<file path="src/rtl/fb_cell_fetch.sv">
// Cell-fetch and scan sequencer: prefetches framebuffer cell words one cell ahead of the beam.
// Optional double-buffered page flip at frame start when FB_CELL_FETCH_FLIP_EN is defined.
//
// state  | meaning
// IDLE   | between lines, waiting for lineStart
// PRIME0 | read of the row's first cell in flight
// PRIME1 | read of the second cell; first word lands in cur
// WAIT   | second word lands in next
// RUN    | pixels stepping, one-ahead prefetch per cell boundary
module fb_cell_fetch #(
    parameter int COLS    = 40,
    parameter int ROWS    = 25,
    parameter int CELL_PX = 8,
    parameter int IX_W    = 14,
    parameter int DATA_W  = 64,
    localparam int PX_W   = $clog2(CELL_PX),
    localparam int CW     = $clog2(COLS)
) (
    input  logic              clock_i,
    input  logic              reset_ni,
    input  logic              frameStart_i,
    input  logic              lineStart_i,
    input  logic              pixStep_i,
    output logic [IX_W:0]     memAddr_o,
    output logic              memRd_o,
    input  logic [DATA_W-1:0] memData_i,
    output logic [IX_W-1:0]   cellIx_o,
    output logic [DATA_W-1:0] cellData_o,
    output logic [PX_W-1:0]   cellPx_o,
    output logic [PX_W-1:0]   cellLn_o,
    output logic              cellValid_o,
    input  logic              flipReq_i,
    input  logic              flipPage_i,
    output logic              flipAck_o,
    output logic              underrun_o
);

    typedef enum logic [2:0] {IDLE, PRIME0, PRIME1, WAIT, RUN} state_t;

    state_t            state_q;
    logic [IX_W-1:0]   rowBase_q;
    logic [CW-1:0]     colCnt_q;
    logic [PX_W-1:0]   cellPx_q;
    logic [PX_W-1:0]   cellLn_q;
    logic              frameDone_q;
    logic [DATA_W-1:0] cur_q;
    logic [DATA_W-1:0] next_q;
    logic [IX_W:0]     memAddr_q;
    logic              memRd_q;
    logic              runRd_q;
    logic              underrun_q;
    logic              page_d;
    logic [IX_W-1:0]   prefetchIx_d;

`ifdef FB_CELL_FETCH_FLIP_EN
    logic page_q;
    logic pendValid_q;
    logic pendPage_q;
    logic flipAck_q;

    // A request arriving with frameStart stays pending for the following frame.
    always_ff @(posedge clock_i or negedge reset_ni) begin
        if (!reset_ni) begin
            page_q      <= 1'b0;
            pendValid_q <= 1'b0;
            pendPage_q  <= 1'b0;
            flipAck_q   <= 1'b0;
        end else begin
            flipAck_q <= frameStart_i && pendValid_q;
            if (frameStart_i && pendValid_q) begin
                page_q      <= pendPage_q;
                pendValid_q <= 1'b0;
            end
            if (flipReq_i) begin
                pendValid_q <= 1'b1;
                pendPage_q  <= flipPage_i;
            end
        end
    end

    assign page_d    = (frameStart_i && pendValid_q) ? pendPage_q : page_q;
    assign flipAck_o = flipAck_q;
`else
    logic unused_flip;
    assign unused_flip = flipReq_i ^ flipPage_i;
    assign page_d      = 1'b0;
    assign flipAck_o   = 1'b0;
`endif

    assign prefetchIx_d = rowBase_q + IX_W'(colCnt_q) + IX_W'(2);

    always_ff @(posedge clock_i or negedge reset_ni) begin
        if (!reset_ni) begin
            state_q     <= IDLE;
            rowBase_q   <= '0;
            colCnt_q    <= '0;
            cellPx_q    <= '0;
            cellLn_q    <= '0;
            frameDone_q <= 1'b0;
            cur_q       <= '0;
            next_q      <= '0;
            memAddr_q   <= '0;
            memRd_q     <= 1'b0;
            runRd_q     <= 1'b0;
            underrun_q  <= 1'b0;
        end else begin
            memRd_q <= 1'b0;
            runRd_q <= memRd_q && (state_q == RUN);
            if (runRd_q) next_q <= memData_i;
            if (pixStep_i && (state_q != RUN) && !frameDone_q) underrun_q <= 1'b1;
            if (lineStart_i && (state_q != IDLE) && !frameStart_i) underrun_q <= 1'b1;

            if (frameStart_i) begin
                rowBase_q   <= '0;
                cellLn_q    <= '0;
                colCnt_q    <= '0;
                cellPx_q    <= '0;
                frameDone_q <= 1'b0;
                if (lineStart_i) begin
                    state_q   <= PRIME0;
                    memRd_q   <= 1'b1;
                    memAddr_q <= {page_d, {IX_W{1'b0}}};
                end else begin
                    state_q <= IDLE;
                end
            end else begin
                case (state_q)
                    IDLE: begin
                        if (lineStart_i && !frameDone_q) begin
                            state_q   <= PRIME0;
                            memRd_q   <= 1'b1;
                            memAddr_q <= {page_d, rowBase_q};
                            colCnt_q  <= '0;
                            cellPx_q  <= '0;
                        end
                    end
                    PRIME0: begin
                        state_q   <= PRIME1;
                        memRd_q   <= 1'b1;
                        memAddr_q <= {page_d, rowBase_q + IX_W'(1)};
                    end
                    PRIME1: begin
                        cur_q   <= memData_i;
                        state_q <= WAIT;
                    end
                    WAIT: begin
                        next_q  <= memData_i;
                        state_q <= RUN;
                    end
                    RUN: begin
                        if (pixStep_i) begin
                            if (cellPx_q == PX_W'(CELL_PX - 1)) begin
                                cellPx_q <= '0;
                                cur_q    <= next_q;
                                if (colCnt_q == CW'(COLS - 1)) begin
                                    state_q  <= IDLE;
                                    colCnt_q <= '0;
                                    if (cellLn_q == PX_W'(CELL_PX - 1)) begin
                                        cellLn_q  <= '0;
                                        rowBase_q <= rowBase_q + IX_W'(COLS);
                                        if (rowBase_q == IX_W'((ROWS - 1) * COLS))
                                            frameDone_q <= 1'b1;
                                    end else begin
                                        cellLn_q <= cellLn_q + PX_W'(1);
                                    end
                                end else begin
                                    colCnt_q <= colCnt_q + CW'(1);
                                    if (int'(colCnt_q) + 2 < COLS) begin
                                        memRd_q   <= 1'b1;
                                        memAddr_q <= {page_d, prefetchIx_d};
                                    end
                                end
                            end else begin
                                cellPx_q <= cellPx_q + PX_W'(1);
                            end
                        end
                    end
                    default: state_q <= IDLE;
                endcase
            end
        end
    end

    assign memAddr_o   = memAddr_q;
    assign memRd_o     = memRd_q;
    assign cellIx_o    = rowBase_q + IX_W'(colCnt_q);
    assign cellData_o  = cur_q;
    assign cellPx_o    = cellPx_q;
    assign cellLn_o    = cellLn_q;
    assign cellValid_o = (state_q == RUN);
    assign underrun_o  = underrun_q;

endmodule

</file>
<file path="config.mk">
export PLATFORM = sky130hd
export DESIGN_NAME = fb_cell_fetch
export DESIGN_NICKNAME = d
export VERILOG_FILES = /design/src/rtl/fb_cell_fetch.sv
export SDC_FILE = /design/constraint.sdc
export NUM_CORES = 1
export LEC_CHECK = 0
export CAP_MARGIN = 20
export CORE_MARGIN = 8
export CORE_UTILIZATION = 32
export CTS_BUF_LIST = sky130_fd_sc_hd__clkbuf_8
export DETAILED_ROUTE_END_ITERATION = 8
export PLACE_DENSITY = 0.6
export SETUP_SLACK_MARGIN = 0.4
export SLEW_MARGIN = 20
export SYNTH_ARGS = -nofsm -noshare
export SYNTH_HDL_FRONTEND = slang
export SYNTH_SLANG_ARGS = --single-unit
export TNS_END_PERCENT = 1
</file>
<file path="constraint.sdc">
create_clock -name clock_i -period 4 [get_ports clock_i]
set_input_delay 0.4 -clock clock_i [delete_from_list [all_inputs] [get_ports clock_i]]
set_output_delay 0.4 -clock clock_i [all_outputs]
set_load 0.02 [all_outputs]
</file>
==> impl_results.rst, run 1 <==
.. list-table::
   :header-rows: 1

   * - Metric
     - Value
   * - Total number of H-tree levels
     - 4
   * - Final setup vio count
     - 0
   * - Worst clock skew
     - 22.1 ps
   * - Post-DP HPWL
     - 14000 um
   * - Power Dens Cells
     - 594 nW/um^2
   * - Min-delay src
     - cellData_o[8]
   * - Post-synthesis adder-cell area fraction
     - 0.0173
   * - Cell area after synthesis
     - 7960 um^2
   * - Main combinational cell family by area after synthesis
     - multiplexers
   * - Setup bufs post-CTS
     - 0
   * - Compound-gate portion of the synthesized area
     - 0.0891
   * - Synthesized area divided by synthesized cell count
     - 11.0 um^2
   * - RR Startpoint
     - colCnt_q[2]
   * - Top-area cell type share of the netlist area
     - 0.541
   * - Type of origin of the critical path
     - flip-flop
   * - Placed cell count
     - 1176
   * - Antenna violations before repair
     - 1
   * - Final nets
     - 954
   * - Total wirelength of the detailed-routed design
     - 20300 um
   * - Final non-filler cell total
     - 1210
   * - Pin count of the biggest net entering global routing
     - 83
   * - Count of mapped cells out of synthesis
     - 724
   * - Source-to-sink clock delay at the later pin of the worst-skew pair
     - 470 ps
   * - #FFs+latches synth
     - 172
   * - Unrepaired setup endpoints after global routing
     - false
   * - Fill count
     - 2380
   * - Number of global-route vias before repair
     - 5866
   * - Number of hold buffers added after CTS
     - 1
   * - Number of cells on the worst hold path
     - 2
   * - Worst path arrival time
     - 2930 ps
   * - Total global routing overflow
     - 0
   * - Number of placement rows
     - 57
   * - Global-route wire length before repair
     - 33200 um
   * - Leakage power of the design
     - 4.80 nW
   * - Outcome
     - finished clean
   * - Data required time at the worst endpoint
     - 3600 ps
   * - Die Ht
     - 174 um
   * - Aggregate global-route resource usage
     - 0.136
   * - Post_cts resized
     - 0
   * - Share of flip-flops with an asynchronous set or reset after synthesis
     - 1.00
   * - Number of unique standard cell types used by synthesis
     - 52
   * - Number of synthesized flops with an enable pin
     - 0
   * - Maximum net fanout on the critical path
     - 7
   * - R2r setup slk
     - 1120 ps
   * - Dominant cell type by area after synthesis
     - sky130_fd_sc_hd__dfrtp_1
   * - Max Slew Vio Count
     - 0
   * - Min-delay worst type
     - flip-flop to flip-flop
   * - Number of CTS-inserted buffers
     - 17
   * - Iter 0 DRT Violations
     - 238
   * - Number of I/O port buffers
     - 169
   * - Kind of critical path
     - flip-flop to primary output
   * - FF+latch area
     - 4300 um^2
   * - Synthesis-to-layout area growth
     - 30.6%
   * - Buffer levels on the longest clock path
     - 2
   * - DR vias/cell
     - 4.73
   * - Setup TNS
     - 0 ps
   * - Initial core utilization
     - 0.326
   * - Cells taking the most area after synthesis
     - sky130_fd_sc_hd__dfrtp_1 (54%), sky130_fd_sc_hd__mux2_2 (9.3%), sky130_fd_sc_hd__mux2i_1 (8.3%)
   * - Die Wd
     - 174 um
   * - Maximum vdd ir drop
     - 0.348 mV
   * - Die area
     - 30200 um^2
   * - Max-Slew Margin vs Limit
     - 0.433
   * - Buffer cell driving the clock tree root
     - sky130_fd_sc_hd__clkbuf_8
   * - Remaining routing DRC violations
     - 0
   * - Hold Vio Cnt, Final
     - 0
   * - Clock tree from TritonCTS
     - yes
   * - Nature of the critical path endpoint
     - primary output
   * - Via Count
     - 5723
   * - Cell count of the worst reg-to-reg path
     - 7
   * - Basic-gate share of the synthesized area counting and, or, nand and nor cells
     - 0.109
   * - Terminating pin of the worst hold path
     - cellData_o[8]
   * - Number of max-cap violations
     - 0
   * - Crit Reg-Reg Endpoint
     - memAddr_o[13]
   * - Max Clock Freq
     - 300 MHz
   * - Commonest register cell after synthesis
     - sky130_fd_sc_hd__dfrtp_1
   * - Yosys synthesis warning count
     - 0
   * - Number of placed I/O pins
     - 174
   * - Share of the yosys chip area belonging to registers
     - 0.541
   * - Worst Max-Slew Pin Slew
     - 851 ps
   * - Total iterations of the first detailed-routing run
     - 4
   * - Layout cell share with drive strength beyond 1
     - 0.134
   * - Core ar.
     - 24400 um^2
   * - Final min period
     - 3330 ps
   * - XOR/XNOR Fraction of Synth Area
     - 0.0352
   * - Number of sinks on the clock net
     - 172
   * - Weighted congestion reported at the end of routability-driven placement
     - 0.833
   * - Clk slew on worst S/H paths
     - 120 ps
   * - Period Utilization, post-route
     - 0.832
   * - Residual antenna-violating net count after detailed routing
     - 0
   * - Post-synthesis mux area share
     - 0.176
   * - Routed len/inst
     - 16.8 um
   * - Footprint of the multi-input gates
     - 3430 um^2
-- cells by family (layout without fill, tap and decap cells) --
kind of cell             Yosys count  in the layout
AO/OA/AOI/OAI                    128            128
flip-flops                       172            172
adder cells (fa/ha/maj)           11             11
other                              1              3
multiplexers                     132            132
AND/OR/NAND/NOR                  189            189
buffers and inverters             59            219
XOR/XNOR                          32             32
-- final cells by class --
class,count,area share
inverter,9,0.00349
sequential,172,0.414
tap,324,0.0390
timing repair buffer,178,0.171
clock inverter,14,0.0184
clock buffer,18,0.0238
antenna,1,0.000241
multi-input combinational,494,0.330
-- metrics by stage --
| step | setup WS (ps) | instance area (um^2) | power, mW | util | hold WS (ps) |
|---|---|---|---|---|---|
| 3_5_place_dp | 1090 | 9940 | 4.89 | 0.408 | 470 |
| 6_report | 670 | 10400 | 6.17 | 0.426 | 484 |
| 4_1_cts | 615 | 10400 | 6.28 | 0.426 | 493 |
| 2_1_floorplan | 1570 | 7960 | 3.83 | - | 104 |
| 5_1_grt | 467 | 10400 | 6.57 | 0.426 | 516 |
| 3_3_place_gp | 1140 | 9940 | 4.83 | 0.408 | 460 |
-- metal layers --
metal / global-route usage / up-vias / wire [um]
met5: 0 / - / 9
met4: 0.0281 / 2 / 157
met3: 0.0701 / 12 / 1920
met2: 0.210 / 147 / 9140
met1: 0.168 / 2755 / 9090
li1: - / 2807 / -
-- synth_stat cells, types with 2 or more instances --
library cell	instances
sky130_fd_sc_hd__nand2_1	101
sky130_fd_sc_hd__nand4_1	5
sky130_fd_sc_hd__nand3_1	7
sky130_fd_sc_hd__or3_1	3
sky130_fd_sc_hd__nor2b_1	3
sky130_fd_sc_hd__a31oi_1	4
sky130_fd_sc_hd__buf_4	4
sky130_fd_sc_hd__nor3b_2	2
sky130_fd_sc_hd__and2_1	2
sky130_fd_sc_hd__nor4_1	3
sky130_fd_sc_hd__xnor2_1	19
sky130_fd_sc_hd__nor2_1	35
sky130_fd_sc_hd__inv_1	7
sky130_fd_sc_hd__clkbuf_1	31
sky130_fd_sc_hd__mux2_2	66
sky130_fd_sc_hd__a21o_1	3
sky130_fd_sc_hd__dfrtp_1	172
sky130_fd_sc_hd__nand3b_1	2
sky130_fd_sc_hd__mux2i_1	66
sky130_fd_sc_hd__nor3_1	11
sky130_fd_sc_hd__a21oi_1	17
sky130_fd_sc_hd__xor2_1	13
sky130_fd_sc_hd__nor3b_1	3
sky130_fd_sc_hd__o31ai_1	5
sky130_fd_sc_hd__ha_1	11
sky130_fd_sc_hd__o21ai_0	76
sky130_fd_sc_hd__a41oi_1	3
sky130_fd_sc_hd__buf_1	5
sky130_fd_sc_hd__nor2_2	2
sky130_fd_sc_hd__buf_2	10
sky130_fd_sc_hd__and3_1	3
sky130_fd_sc_hd__o21ai_1	10
-- how the worst max path moves through the flow --
stage,from,endpoint
after floorplan,cellPx_o[0],cellData_o[58]
after global placement,pixStep_i,cellData_o[19]
after detailed placement,state_q[1],memAddr_o[13]
after CTS,rowBase_q[5],cellIx_o[10]
after global routing,rowBase_q[5],cellIx_o[10]
final,colCnt_q[4],cellIx_o[10]
-- sequential cells by signal (all words and copies together), names as in the netlist --
name         flops
rowBase_q       11
runRd_q          1
underrun_o       1
next_q          64
cellPx_o         3
memAddr_o       14
state_q          3
memRd_o          1
cellData_o      64
colCnt_q         6
frameDone_q      1
cellLn_o         3
-- where the power goes --
group	leakage (nW)	total, mW	internal [mW]	switching, mW
sequential	2.17	2.73	2.39	0.338
clock	0.220	1.37	0.612	0.757
combinational	2.41	2.07	1.05	1.02
-- cells in the final DEF, fill, tap and decap left out, drive strengths merged, types with 2 or more instances in the layout --
cell,count
nor2b,3
nor4,3
clkdlybuf4s50,168
bufinv,2
nand4,6
clkinv,2
o31ai,5
inv,18
clkbuf,18
nor2,37
nand3b,2
nand2,101
xor2,13
a21o,3
a41oi,3
dfrtp,172
mux2i,66
a31oi,4
nor3,12
nand3,7
buf,9
mux2,66
o21ai,86
nor3b,5
ha,11
or3,3
and2,2
a21oi,17
xnor2,19
and3,3
conb,2
-- critical path: stages (launching register included) --
cell,delay [ps]
sky130_fd_sc_hd__dfrtp_1,470
sky130_fd_sc_hd__ha_1,360
sky130_fd_sc_hd__a211oi_1,100
sky130_fd_sc_hd__or3_1,510
sky130_fd_sc_hd__nor2_1,170
sky130_fd_sc_hd__xor2_1,200
sky130_fd_sc_hd__clkdlybuf4s50_1,650
Note: power is estimated with default switching activity, not from simulation.
==> run 2, diff against run 1 <==
- PLACE_DENSITY: 0.6 -> 0.62
- clock period: 4 -> 3 ns (I/O delays scaled with it)
==> impl_results.rst, run 2 (same netlist as run 1, synthesis figures left out) <==
.. list-table::
   :header-rows: 1

   * - Metric
     - Value
   * - Clock tree from TritonCTS
     - yes (unchanged)
   * - Routed len/inst
     - 16.9 um (was 16.8 um)
   * - Cell area after placement
     - 10000 um^2 (was 9940 um^2)
   * - Pin count of the biggest net entering global routing
     - 80 (was 83)
   * - Commonest cells after routing, fill and taps aside
     - sky130_fd_sc_hd__dfrtp_1 (165), sky130_fd_sc_hd__clkdlybuf4s50_1 (159), sky130_fd_sc_hd__nand2_1 (101), sky130_fd_sc_hd__o21ai_0 (76) (was sky130_fd_sc_hd__dfrtp_1 (172), sky130_fd_sc_hd__clkdlybuf4s50_1 (168), sky130_fd_sc_hd__nand2_1 (101), sky130_fd_sc_hd__o21ai_0 (76))
   * - Period Utilization, post-route
     - 0.845
   * - Core ar.
     - 24400 um^2 (unchanged)
   * - Max-Slew Margin vs Limit
     - 0.369 (was 0.433)
   * - Source-to-sink clock delay at the later pin of the worst-skew pair
     - 460 ps (was 470 ps)
   * - Data required time at the worst endpoint
     - 2700 ps (was 3600 ps)
   * - Worst Max-Slew Pin Slew
     - 947 ps (was 851 ps)
   * - Combined buffer and inverter count along the critical path
     - 2 (was 1)
   * - Max Slew Vio Count
     - 0 (unchanged)
   * - Post-DP HPWL
     - 14000 um (about the same)
   * - Final setup vio count
     - 0 (unchanged)
   * - Worst setup timing slack at the placement stage
     - 295 ps (was 1090 ps)
   * - Buffer levels on the longest clock path
     - 2 (unchanged)
   * - Total iterations of the first detailed-routing run
     - 4 (unchanged)
   * - Final design area excluding fillers
     - 10500 um^2 (was 10400 um^2)
   * - DR vias/cell
     - 4.79 (was 4.73)
   * - Die area
     - 30200 um^2 (unchanged)
   * - Number of sinks on the clock net
     - 172 (unchanged)
   * - Max Clock Freq
     - 394 MHz
   * - Hold Vio Cnt, Final
     - 0 (unchanged)
   * - Total power draw
     - 8.10 mW (was 6.17 mW)
   * - Antenna violations before repair
     - 0 (was 1)
   * - Initial core utilization
     - 0.326 (unchanged)
   * - Total number of H-tree levels
     - 4 (unchanged)
   * - Crit-path cells
     - or3b_4, inv_4, clkdlybuf4s50_1 (was ha_1, a211oi_1, or3_1, nor2_1, xor2_1, clkdlybuf4s50_1)
   * - Unrepaired setup endpoints after global routing
     - true (was false)
   * - Nature of the critical path endpoint
     - primary output (unchanged)
   * - Total global routing overflow
     - 0 (unchanged)
   * - Weighted congestion reported at the end of routability-driven placement
     - 0.852 (was 0.833)
   * - Kind of critical path
     - flip-flop to primary output (unchanged)
   * - Dominant delay contributor by cell family on the critical path
     - buffers and inverters (was simple AND/OR/NAND/NOR gates)
   * - Maximum vdd ir drop
     - 0.432 mV (was 0.348 mV)
   * - Power Dens Cells
     - 768 nW/um^2 (was 594 nW/um^2)
   * - Number of placed I/O pins
     - 174 (unchanged)
   * - Residual antenna-violating net count after detailed routing
     - 0 (unchanged)
   * - Aggregate global-route resource usage
     - 0.137 (was 0.136)
   * - Iter 0 DRT Violations
     - 356 (was 238)
   * - Die Ht
     - 174 um (unchanged)
   * - Global-route wire length before repair
     - 33600 um (was 33200 um)
   * - Crit-path max cell delay
     - 630 ps (was 650 ps)
   * - Post-route worst setup slack
     - 464 ps (was 670 ps)
   * - Setup TNS
     - 0 ps (unchanged)
   * - Via Count
     - 5859 (was 5723)
   * - Min-delay worst type
     - input port to asynchronous set/reset pin (was flip-flop to flip-flop)
   * - Die Wd
     - 174 um (unchanged)
   * - Number of CTS-inserted buffers
     - 17 (unchanged)
   * - Leading cell type in the layout, fill and taps excluded
     - sky130_fd_sc_hd__dfrtp_1 (unchanged)
   * - Layout cell share with drive strength beyond 1
     - 0.171 (was 0.134)
   * - Final min period
     - 2540 ps
   * - Buffer cell driving the clock tree root
     - sky130_fd_sc_hd__clkbuf_8 (unchanged)
   * - Maximum net fanout on the critical path
     - 8 (was 7)
   * - Number of I/O port buffers
     - 169 (unchanged)
   * - Number of placement rows
     - 57 (unchanged)
   * - Total wirelength of the detailed-routed design
     - 20700 um (was 20300 um)
   * - Worst hold slack
     - 357 ps (was 484 ps)
   * - Remaining routing DRC violations
     - 0 (unchanged)
   * - Final nets
     - 969 (was 954)
   * - Outcome
     - finished clean (unchanged)
   * - Diodes inserted
     - 0 (was 1)
   * - Clk slew on worst S/H paths
     - 100 ps (was 120 ps)
   * - Cell type of the slowest stage on the worst timing path
     - sky130_fd_sc_hd__clkdlybuf4s50_1 (unchanged)
   * - Worst path arrival time
     - 2240 ps (was 2930 ps)
   * - Leakage power of the design
     - 4.87 nW (was 4.80 nW)
   * - Synthesis-to-layout area growth
     - 32.5% (was 30.6%)
   * - Number of global-route vias before repair
     - 6099 (was 5866)
   * - Number of max-cap violations
     - 0 (unchanged)
   * - Worst clock skew
     - 18.0 ps (was 22.1 ps)
   * - Fill count
     - 2365 (was 2380)
   * - Type of origin of the critical path
     - flip-flop (unchanged)
run 2: layer usage:
layer	vias up	global-route usage	part of all wire
li1	2852	-	-
met3	16	0.0560	0.081
met2	146	0.215	0.45
met1	2845	0.171	0.46
met5	-	0	0
met4	0	0.0417	0.012
run 2: layout make-up:
class	count	area, um^2	area share
clock inverter	15	170	0.0161
clock buffer	17	234	0.0222
multi-input combinational	497	3510	0.333
timing repair buffer	190	1880	0.178
inverter	9	36.3	0.00344
tap	324	405	0.0384
sequential	172	4310	0.409
run 2: worst paths after layout:
path	endpoint	from	slack, ps	cells after the start
hold reg to reg	cellData_o[7]	cellData_o[7]	480	2
setup / recovery	cellValid_o	state_q[2]	460	3
hold / removal	colCnt_q[5]	reset_ni	360	2
setup reg to reg	memAddr_o[13]	colCnt_q[2]	550	8
min in group clock_i	next_q[39]	memData_i[39]	470	2
max in group asynchronous	colCnt_q[3]	reset_ni	1700	3
run 2: power by group:
part,leakage (nW),internal [mW],switching [mW]
clock network,0.203,0.640,1.02
logic,2.51,1.43,1.34
registers,2.16,3.19,0.476
total,4.87,5.26,2.84
run 2: stage by stage:
stage,std cells,util
2_1_floorplan,725,-
3_3_place_gp,1183,0.411
3_5_place_dp,1183,0.411
4_1_cts,1217,0.429
5_1_grt,1224,0.432
6_report,1224,0.432
run 2: repair_timing:
| item | CTS | global route |
|---|---|---|
| setup buffers | 0 | 5 |
| endpoints found under the setup margin | 11 | 67 |
| resized for setup | 22 | 20 |
| hold endpoints to repair | 53 | 0 |
| gates cloned | 1 | 2 |
| pin swaps | 1 | 2 |
| hold buffers | 1 | 0 |
run 2: worst register-to-register path, cell delays in order, from the launching register on:
cell	delay (ps)
sky130_fd_sc_hd__dfrtp_1	510
sky130_fd_sc_hd__ha_1	350
sky130_fd_sc_hd__or3_1	380
sky130_fd_sc_hd__o221ai_1	210
sky130_fd_sc_hd__o2111ai_2	240
sky130_fd_sc_hd__o311a_1	270
sky130_fd_sc_hd__buf_12	190
sky130_fd_sc_hd__nand2_1	70
sky130_fd_sc_hd__o311ai_0	110
